--- config.mk ---
export PLATFORM = sky130hd
export DESIGN_NAME = multicycle_ctrl
export DESIGN_NICKNAME = d
export VERILOG_FILES = /design/src/rtl/multicycle_ctrl.sv
export SDC_FILE = /design/constraint.sdc
export NUM_CORES = 1
export LEC_CHECK = 0
export BUFFER_PORTS_ARGS = -buffer_cell sky130_fd_sc_hd__buf_2
export CAP_MARGIN = 0
export CORE_UTILIZATION = 46
export CTS_CLUSTER_SIZE = 40
export DETAILED_ROUTE_END_ITERATION = 6
export PLACE_DENSITY_LB_ADDON = 0.12
export SYNTH_ARGS = -nofsm -noshare
export SYNTH_HDL_FRONTEND = slang
export SYNTH_SLANG_ARGS = --single-unit
--- constraint.sdc ---
create_clock -name clk -period 4.1 [get_ports clk]
set_input_delay 0.41 -clock clk [delete_from_list [all_inputs] [get_ports clk]]
set_output_delay 0.41 -clock clk [all_outputs]
set_load 0.03 [all_outputs]
--- src/rtl/multicycle_ctrl.sv ---
// multicycle_ctrl: main control FSM for the multicycle RV32I-subset core.
// Steps the datapath one micro-step per clock (fetch, decode, execute,
// memory, write-back) from the IR fields and the ALU flags.
// Optional feature macro: RV_CTRL_ILLEGAL_TRAP_EN. When defined, an illegal
// instruction parks the FSM in HALT and raises the sticky 'illegal' flag.
// When undefined, an illegal instruction is a one-cycle NOP and 'illegal' is 0.
module multicycle_ctrl (
  input  logic       clk,
  input  logic       rst,
  input  logic [6:0] op,
  input  logic [2:0] funct3,
  input  logic       funct7b5,
  input  logic       Zero,
  input  logic       SignBit,
  output logic       PcEn,
  output logic       AdrSrc,
  output logic       MemWrite,
  output logic       IrWrite,
  output logic       RegWrite,
  output logic [1:0] AluSrcA,
  output logic [1:0] AluSrcB,
  output logic [1:0] ResultSrc,
  output logic [1:0] RegDataSel,
  output logic [2:0] Immsrc,
  output logic [2:0] AluOp,
  output logic       illegal
);

  typedef enum logic [4:0] {
    S_FETCH, S_DECODE, S_MEMADR, S_MEMREAD, S_MEMWB, S_MEMWRITE,
    S_EXECR, S_EXECI, S_ALUWB, S_BRANCH, S_JAL, S_JALR,
    S_JUMPPC, S_JUMPWB, S_LUI, S_ILLEGAL, S_HALT
  } state_t;

  state_t     state_q, state_d;
  logic [2:0] alu_f3;
  logic       alu_f3_ok;
  logic       br_ok;
  logic       br_take;

  // State register; reset always restarts at instruction fetch.
  always_ff @(posedge clk or posedge rst) begin
    if (rst) state_q <= S_FETCH;
    else     state_q <= state_d;
  end

  // ALU operation from funct3; funct7b5 selects SUB only for register-register ops.
  always_comb begin
    alu_f3    = 3'd0;
    alu_f3_ok = 1'b1;
    case (funct3)
      3'b000:  alu_f3 = (state_q == S_EXECR && funct7b5) ? 3'd1 : 3'd0;
      3'b111:  alu_f3 = 3'd2;
      3'b110:  alu_f3 = 3'd3;
      3'b100:  alu_f3 = 3'd4;
      3'b010:  alu_f3 = 3'd1;
      default: alu_f3_ok = 1'b0;
    endcase
  end

  // Branch condition from the SUB flags of A - B.
  always_comb begin
    br_ok   = 1'b1;
    br_take = 1'b0;
    case (funct3)
      3'b000:  br_take = Zero;
      3'b001:  br_take = ~Zero;
      3'b100:  br_take = SignBit;
      3'b101:  br_take = ~SignBit;
      default: br_ok = 1'b0;
    endcase
  end

  // Next-state and datapath controls decoded from state and IR fields.
  always_comb begin
    state_d    = S_FETCH;
    PcEn       = 1'b0;
    AdrSrc     = 1'b0;
    MemWrite   = 1'b0;
    IrWrite    = 1'b0;
    RegWrite   = 1'b0;
    AluSrcA    = 2'd0;
    AluSrcB    = 2'd0;
    ResultSrc  = 2'd0;
    RegDataSel = 2'd0;
    Immsrc     = 3'd0;
    AluOp      = 3'd0;
    case (state_q)
      S_FETCH: begin
        IrWrite   = 1'b1;
        AluSrcB   = 2'd2;
        ResultSrc = 2'd2;
        PcEn      = 1'b1;
        state_d   = S_DECODE;
      end
      S_DECODE: begin
        AluSrcA = 2'd1;
        AluSrcB = 2'd1;
        Immsrc  = 3'd2;
        case (op)
          7'b0000011, 7'b0100011: state_d = S_MEMADR;
          7'b0110011:             state_d = S_EXECR;
          7'b0010011:             state_d = S_EXECI;
          7'b1100011:             state_d = S_BRANCH;
          7'b1101111:             state_d = S_JAL;
          7'b1100111:             state_d = S_JALR;
          7'b0110111:             state_d = S_LUI;
          default:                state_d = S_ILLEGAL;
        endcase
      end
      S_MEMADR: begin
        AluSrcA = 2'd2;
        AluSrcB = 2'd1;
        Immsrc  = op[5] ? 3'd1 : 3'd0;
        state_d = op[5] ? S_MEMWRITE : S_MEMREAD;
      end
      S_MEMREAD: begin
        AdrSrc  = 1'b1;
        state_d = S_MEMWB;
      end
      S_MEMWB: begin
        // The data address is held through write-back so the memory port stays quiet.
        AdrSrc    = 1'b1;
        ResultSrc = 2'd1;
        RegWrite  = 1'b1;
        state_d   = S_FETCH;
      end
      S_MEMWRITE: begin
        AdrSrc   = 1'b1;
        MemWrite = 1'b1;
        state_d  = S_FETCH;
      end
      S_EXECR, S_EXECI: begin
        AluSrcA = 2'd2;
        AluSrcB = (state_q == S_EXECI) ? 2'd1 : 2'd0;
        AluOp   = alu_f3;
        state_d = alu_f3_ok ? S_ALUWB : S_ILLEGAL;
      end
      S_ALUWB: begin
        RegWrite   = 1'b1;
        RegDataSel = (funct3 == 3'b010) ? 2'd3 : 2'd1;
        state_d    = S_FETCH;
      end
      S_BRANCH: begin
        AluSrcA = 2'd2;
        AluOp   = 3'd1;
        PcEn    = br_ok & br_take;
        state_d = br_ok ? S_FETCH : S_ILLEGAL;
      end
      S_JAL: begin
        AluSrcA = 2'd1;
        AluSrcB = 2'd1;
        Immsrc  = 3'd3;
        state_d = S_JUMPPC;
      end
      S_JALR: begin
        AluSrcA = 2'd2;
        AluSrcB = 2'd1;
        state_d = S_JUMPPC;
      end
      S_JUMPPC: begin
        PcEn    = 1'b1;
        AluSrcA = 2'd1;
        AluSrcB = 2'd2;
        state_d = S_JUMPWB;
      end
      S_JUMPWB: begin
        RegDataSel = 2'd1;
        RegWrite   = 1'b1;
        state_d    = S_FETCH;
      end
      S_LUI: begin
        Immsrc     = 3'd4;
        RegDataSel = 2'd2;
        RegWrite   = 1'b1;
        state_d    = S_FETCH;
      end
`ifdef RV_CTRL_ILLEGAL_TRAP_EN
      S_ILLEGAL: state_d = S_HALT;
      S_HALT:    state_d = S_HALT;
`else
      S_ILLEGAL: state_d = S_FETCH;
      S_HALT:    state_d = S_FETCH;
`endif
      default:   state_d = S_FETCH;
    endcase
  end

`ifdef RV_CTRL_ILLEGAL_TRAP_EN
  logic illegal_q, illegal_d;

  // Sticky flag rises the cycle after HALT is entered and only reset clears it.
  always_comb begin
    illegal_d = illegal_q | (state_q == S_HALT);
  end

  // Illegal-flag register.
  always_ff @(posedge clk or posedge rst) begin
    if (rst) illegal_q <= 1'b0;
    else     illegal_q <= illegal_d;
  end

  assign illegal = illegal_q;
`else
  assign illegal = 1'b0;
`endif

endmodule

==> results_tabular.tex <==
\begin{tabular}{lr}
\hline
Metric & Value \\
\hline
\multicolumn{2}{l}{\textbf{Layout}} \\
\quad Cell Count, Final, Fillers Out & 139 \\
\quad Most common cell after layout, fill and taps aside & sky130\_fd\_sc\_hd\_\_buf\_2 \\
\quad Ratio of cells with drive above 1 in the final layout & 0.331 \\
\quad Largest regs & state\_q x4 \\
\quad Ant diodes & 0 \\
\quad Most frequent cells in the layout & sky130\_fd\_sc\_hd\_\_buf\_2 (33), sky130\_fd\_sc\_hd\_\_nor2\_1 (14), sky130\_fd\_sc\_hd\_\_nand2b\_1 (6), sky130\_fd\_sc\_hd\_\_nand2\_1 (6), sky130\_fd\_sc\_hd\_\_o21ai\_0 (6) \\
\quad Filler Cells Inserted & 130 \\
\quad Max reg flops & 4 \\
\quad P\&R area growth vs syn & 22.1\% \\
\quad Nets@finish & 141 \\
\quad Largest register by flop count & state\_q \\
\multicolumn{2}{l}{\textbf{Critical path}} \\
\quad Worst Setup EP & AluSrcA[0] \\
\quad WS Path Type & flop to output pin \\
\quad Family with the most delay on the worst path & flip-flops \\
\quad Worst setup EP type & output pin \\
\quad Maximum net fanout on the critical path & 17 \\
\quad Worst Setup SP & state\_q[0] \\
\quad Worst R2R Start & state\_q[1] \\
\quad Worst endpoint required time & 3.69 ns \\
\quad Data arrival at the endpoint of the critical path & 1.94 ns \\
\quad Critical-path cell list & nor2b\_1, nand2b\_1, a21o\_1, o21ai\_0, buf\_2 \\
\quad Cell depth of the worst setup path & 5 \\
\quad Worst R2R Path Depth & 4 \\
\quad Master of the slowest instance on the critical path & sky130\_fd\_sc\_hd\_\_dfrtp\_1 \\
\quad Max stage delay on crit path & 0.62 ns \\
\quad CP Launch Type & flop \\
\quad Register-to-register setup slack & 2.00 ns \\
\quad Endpoint of the worst register-to-register path & state\_q[2] \\
\quad Worst path buffer plus inverter count & 1 \\
\multicolumn{2}{l}{\textbf{STA}} \\
\quad Setup violators final & 0 \\
\quad Final count of pins violating max slew & 0 \\
\quad Fmax achieved & 426 MHz \\
\quad Post-route minimum period & 2.35 ns \\
\quad Number of hold violations in the final report & 0 \\
\quad Clk\_skew & 0.00377 ns \\
\quad Setup TNS & 0 ns \\
\quad Transition time of the tightest slew-check pin & 0.841 ns \\
\quad Tightest slew margin relative to the limit & 0.439 \\
\quad Unrepaired setup endpoints after global routing & no \\
\quad Final critical-path share of the clock period & 0.573 \\
\multicolumn{2}{l}{\textbf{Route}} \\
\quad Via/cell ratio & 5.83 \\
\quad Count of antenna-violating nets left after detailed routing & 0 \\
\quad DRC violations left & 0 \\
\quad DR pass1 iterations & 4 \\
\quad Post-DR wirelength/cell & between 10 and 15 um \\
\quad Number of design-rule violations left by the first detailed-router iteration & 21 \\
\quad Total via count in the routed design & 810 \\
\quad Final wirelength & 1.70 mm \\
\multicolumn{2}{l}{\textbf{Clocking}} \\
\quad Clock latency on the worst-skew pair & 0.23 ns \\
\quad Clk pin slew, worst setup/hold paths & 0.04 ns \\
\quad CTS Buffer Depth & 2 \\
\quad CTS tree & done \\
\quad Htree depth & 1 \\
\quad \# hold bufs at CTS & 0 \\
\quad Master cell of the clock root buffer & sky130\_fd\_sc\_hd\_\_clkbuf\_4 \\
\quad CTS Buf Count & 3 \\
\quad Post-CTS setup buffers & 0 \\
\quad Sink Count & 4 \\
\quad Gates resized, CTS repair & 0 \\
\multicolumn{2}{l}{\textbf{Synth}} \\
\quad Synthesis-stage register bit count & 4 \\
\quad Synth Warn \# & 0 \\
\quad Syn\_nets & approximately 110 \\
\quad Average instance area after synthesis & between 6 and 7 sq um \\
\quad Netlist cell types & between 40 and 50 \\
\quad Seq/Total Area, Yosys & 0.148 \\
\quad Cell count after synthesis & 98 \\
\quad Combined area of all synthesized cells & about 680 sq um \\
\multicolumn{2}{l}{\textbf{Status}} \\
\quad Result of the run & completed \\
\multicolumn{2}{l}{\textbf{GRT}} \\
\quad First-pass GRT wire length & 2.51 mm \\
\quad Vias in the first global route & 568 \\
\quad Initial antenna violation count & 0 \\
\quad Met3 track demand over resource in global routing & 0.0333 \\
\quad Tot GR Track Use & 0.235 \\
\quad Grt total ovfl & 0 \\
\quad Met1 track utilization from global routing & 0.299 \\
\quad Routing usage on met2 & 0.365 \\
\quad Busiest metal layer after global routing & met2 \\
\quad Pin count of the biggest net entering global routing & 30 \\
\multicolumn{2}{l}{\textbf{Die}} \\
\quad Horiz. Die Dim & 40.4 um \\
\quad Die H & 40.4 um \\
\quad Starting density of the core & 0.508 \\
\quad Count of standard-cell rows & 13 \\
\quad I/O pin total & 35 \\
\quad Area of the core & 1330 sq um \\
\quad Die area & 1630 sq um \\
\multicolumn{2}{l}{\textbf{Placed design}} \\
\quad Input/output buffers & 33 \\
\quad Dpl cells & 136 \\
\quad Placed wire-length estimate after detailed placement & 1.20 mm \\
\quad Weighted congestion at the end of routability-driven global placement & 0.862 \\
\multicolumn{2}{l}{\textbf{Worst hold path}} \\
\quad Worst min-delay path class & input pin to async pin \\
\multicolumn{2}{l}{\textbf{Power and ir drop}} \\
\quad IR drop worst, VDD & between 0.0004 and 0.0005 V \\
\quad Cell area power density & roughly 860 nW/um\^{}2 \\
\quad Leakage power & $\sim$0.4 nW \\
\multicolumn{2}{l}{\textbf{Run}} \\
\quad Max-capacitance violation count & 0 \\
\hline
\end{tabular}
stage by stage:
stage / worst slack [ns] / instance area [sq um] / utilization / hold slack [ns] / total power, mW
4_1_cts: 1.76 / 828 / 0.621 / 0.0471 / 0.709
3_5_place_dp: 2.02 / 806 / 0.604 / 0.295 / 0.656
6_report: 1.75 / 828 / 0.621 / 0.0437 / 0.708
3_3_place_gp: 2.05 / 806 / 0.604 / 0.292 / 0.655
5_1_grt: 1.60 / 828 / 0.621 / 0.0615 / 0.768
2_1_floorplan: 1.69 / 678 / - / 0.176 / 0.551
worst register-to-register path: stages (launching register included):
cell,delay [ns]
sky130_fd_sc_hd__dfrtp_1,0.88
sky130_fd_sc_hd__nor4bb_1,0.17
sky130_fd_sc_hd__a32oi_2,0.25
sky130_fd_sc_hd__o41ai_1,0.10
sky130_fd_sc_hd__or4_1,0.55
Yosys cell counts (all sizes together):
master | n | area [sq um]
nor3b | 1 | 7.51
o32ai | 1 | 8.76
or2b | 1 | 7.51
a21oi | 3 | 15.0
a21o | 1 | 7.51
nor3 | 5 | 25.0
nor4b | 2 | 17.5
conb | 1 | 3.75
a22oi | 1 | 7.51
o221a | 1 | 11.3
nor2b | 4 | 25.0
nand3 | 1 | 5.00
xnor2 | 1 | 8.76
a2bb2oi | 1 | 8.76
clkbuf | 4 | 15.0
and3b | 1 | 8.76
nand3b | 1 | 7.51
nand4 | 1 | 6.26
inv | 2 | 7.51
xor2 | 1 | 8.76
nand2 | 6 | 22.5
and3 | 1 | 6.26
nand4bb | 1 | 11.3
mux2i | 3 | 30.0
dfrtp | 4 | 100
o22ai | 1 | 6.26
or2 | 3 | 18.8
nand2b | 6 | 37.5
nor4bb | 1 | 10.0
o41ai | 2 | 17.5
o21ai | 6 | 30.0
buf | 6 | 41.3
or4 | 1 | 7.51
nor4 | 2 | 12.5
a31oi | 1 | 6.26
a211oi | 2 | 15.0
a32oi | 2 | 25.0
nor2 | 14 | 52.6
o21a | 1 | 7.51
a21boi | 1 | 7.51
worst min-delay path by stage:
| stage | cells past startpoint | to | slack (ns) | start |
|---|---|---|---|---|
| 2_1_floorplan | 1 | state_q[0] | 0.18 | rst |
| 3_3_place_gp | 2 | state_q[1] | 0.29 | rst |
| 3_5_place_dp | 2 | state_q[1] | 0.30 | rst |
| 4_1_cts | 2 | state_q[3] | 0.05 | rst |
| 5_1_grt | 2 | state_q[0] | 0.06 | rst |
| 6_report | 2 | state_q[3] | 0.04 | rst |
per-layer routing:
layer,vias up,share of wire
met2,35,0.45
li1,413,-
met3,4,0.061
met4,0,0.021
met1,358,0.46
met5,-,0
report_power, final:
group / switching, mW / internal [mW] / total (mW)
combinational: 0.323 / 0.191 / 0.514
clock: 0.0158 / 0.0327 / 0.0485
sequential: 0.0874 / 0.0582 / 0.146
layout make-up:
cell class                      count  area (sq um)  share of cell area
Clock buffer                        3          22.5              0.0272
Inverter                            2          7.51             0.00906
Multi-Input combinational cell     82           514               0.621
Sequential cell                     4           100               0.121
Tap cell                           15          18.8              0.0227
Timing Repair Buffer               33           165               0.199
logic make-up (layout without fill, tap and decap cells):
family	Yosys count	count (layout)	share of synthesized area
other cells	1	1	0.00553
mux	3	3	0.0443
xor+xnor	2	2	0.0258
buf+inv	12	38	0.0941
compound gates	24	24	0.256
simple gates	52	52	0.426
flops	4	4	0.148
No activity file was read; power rests on OpenSTA's default activity.
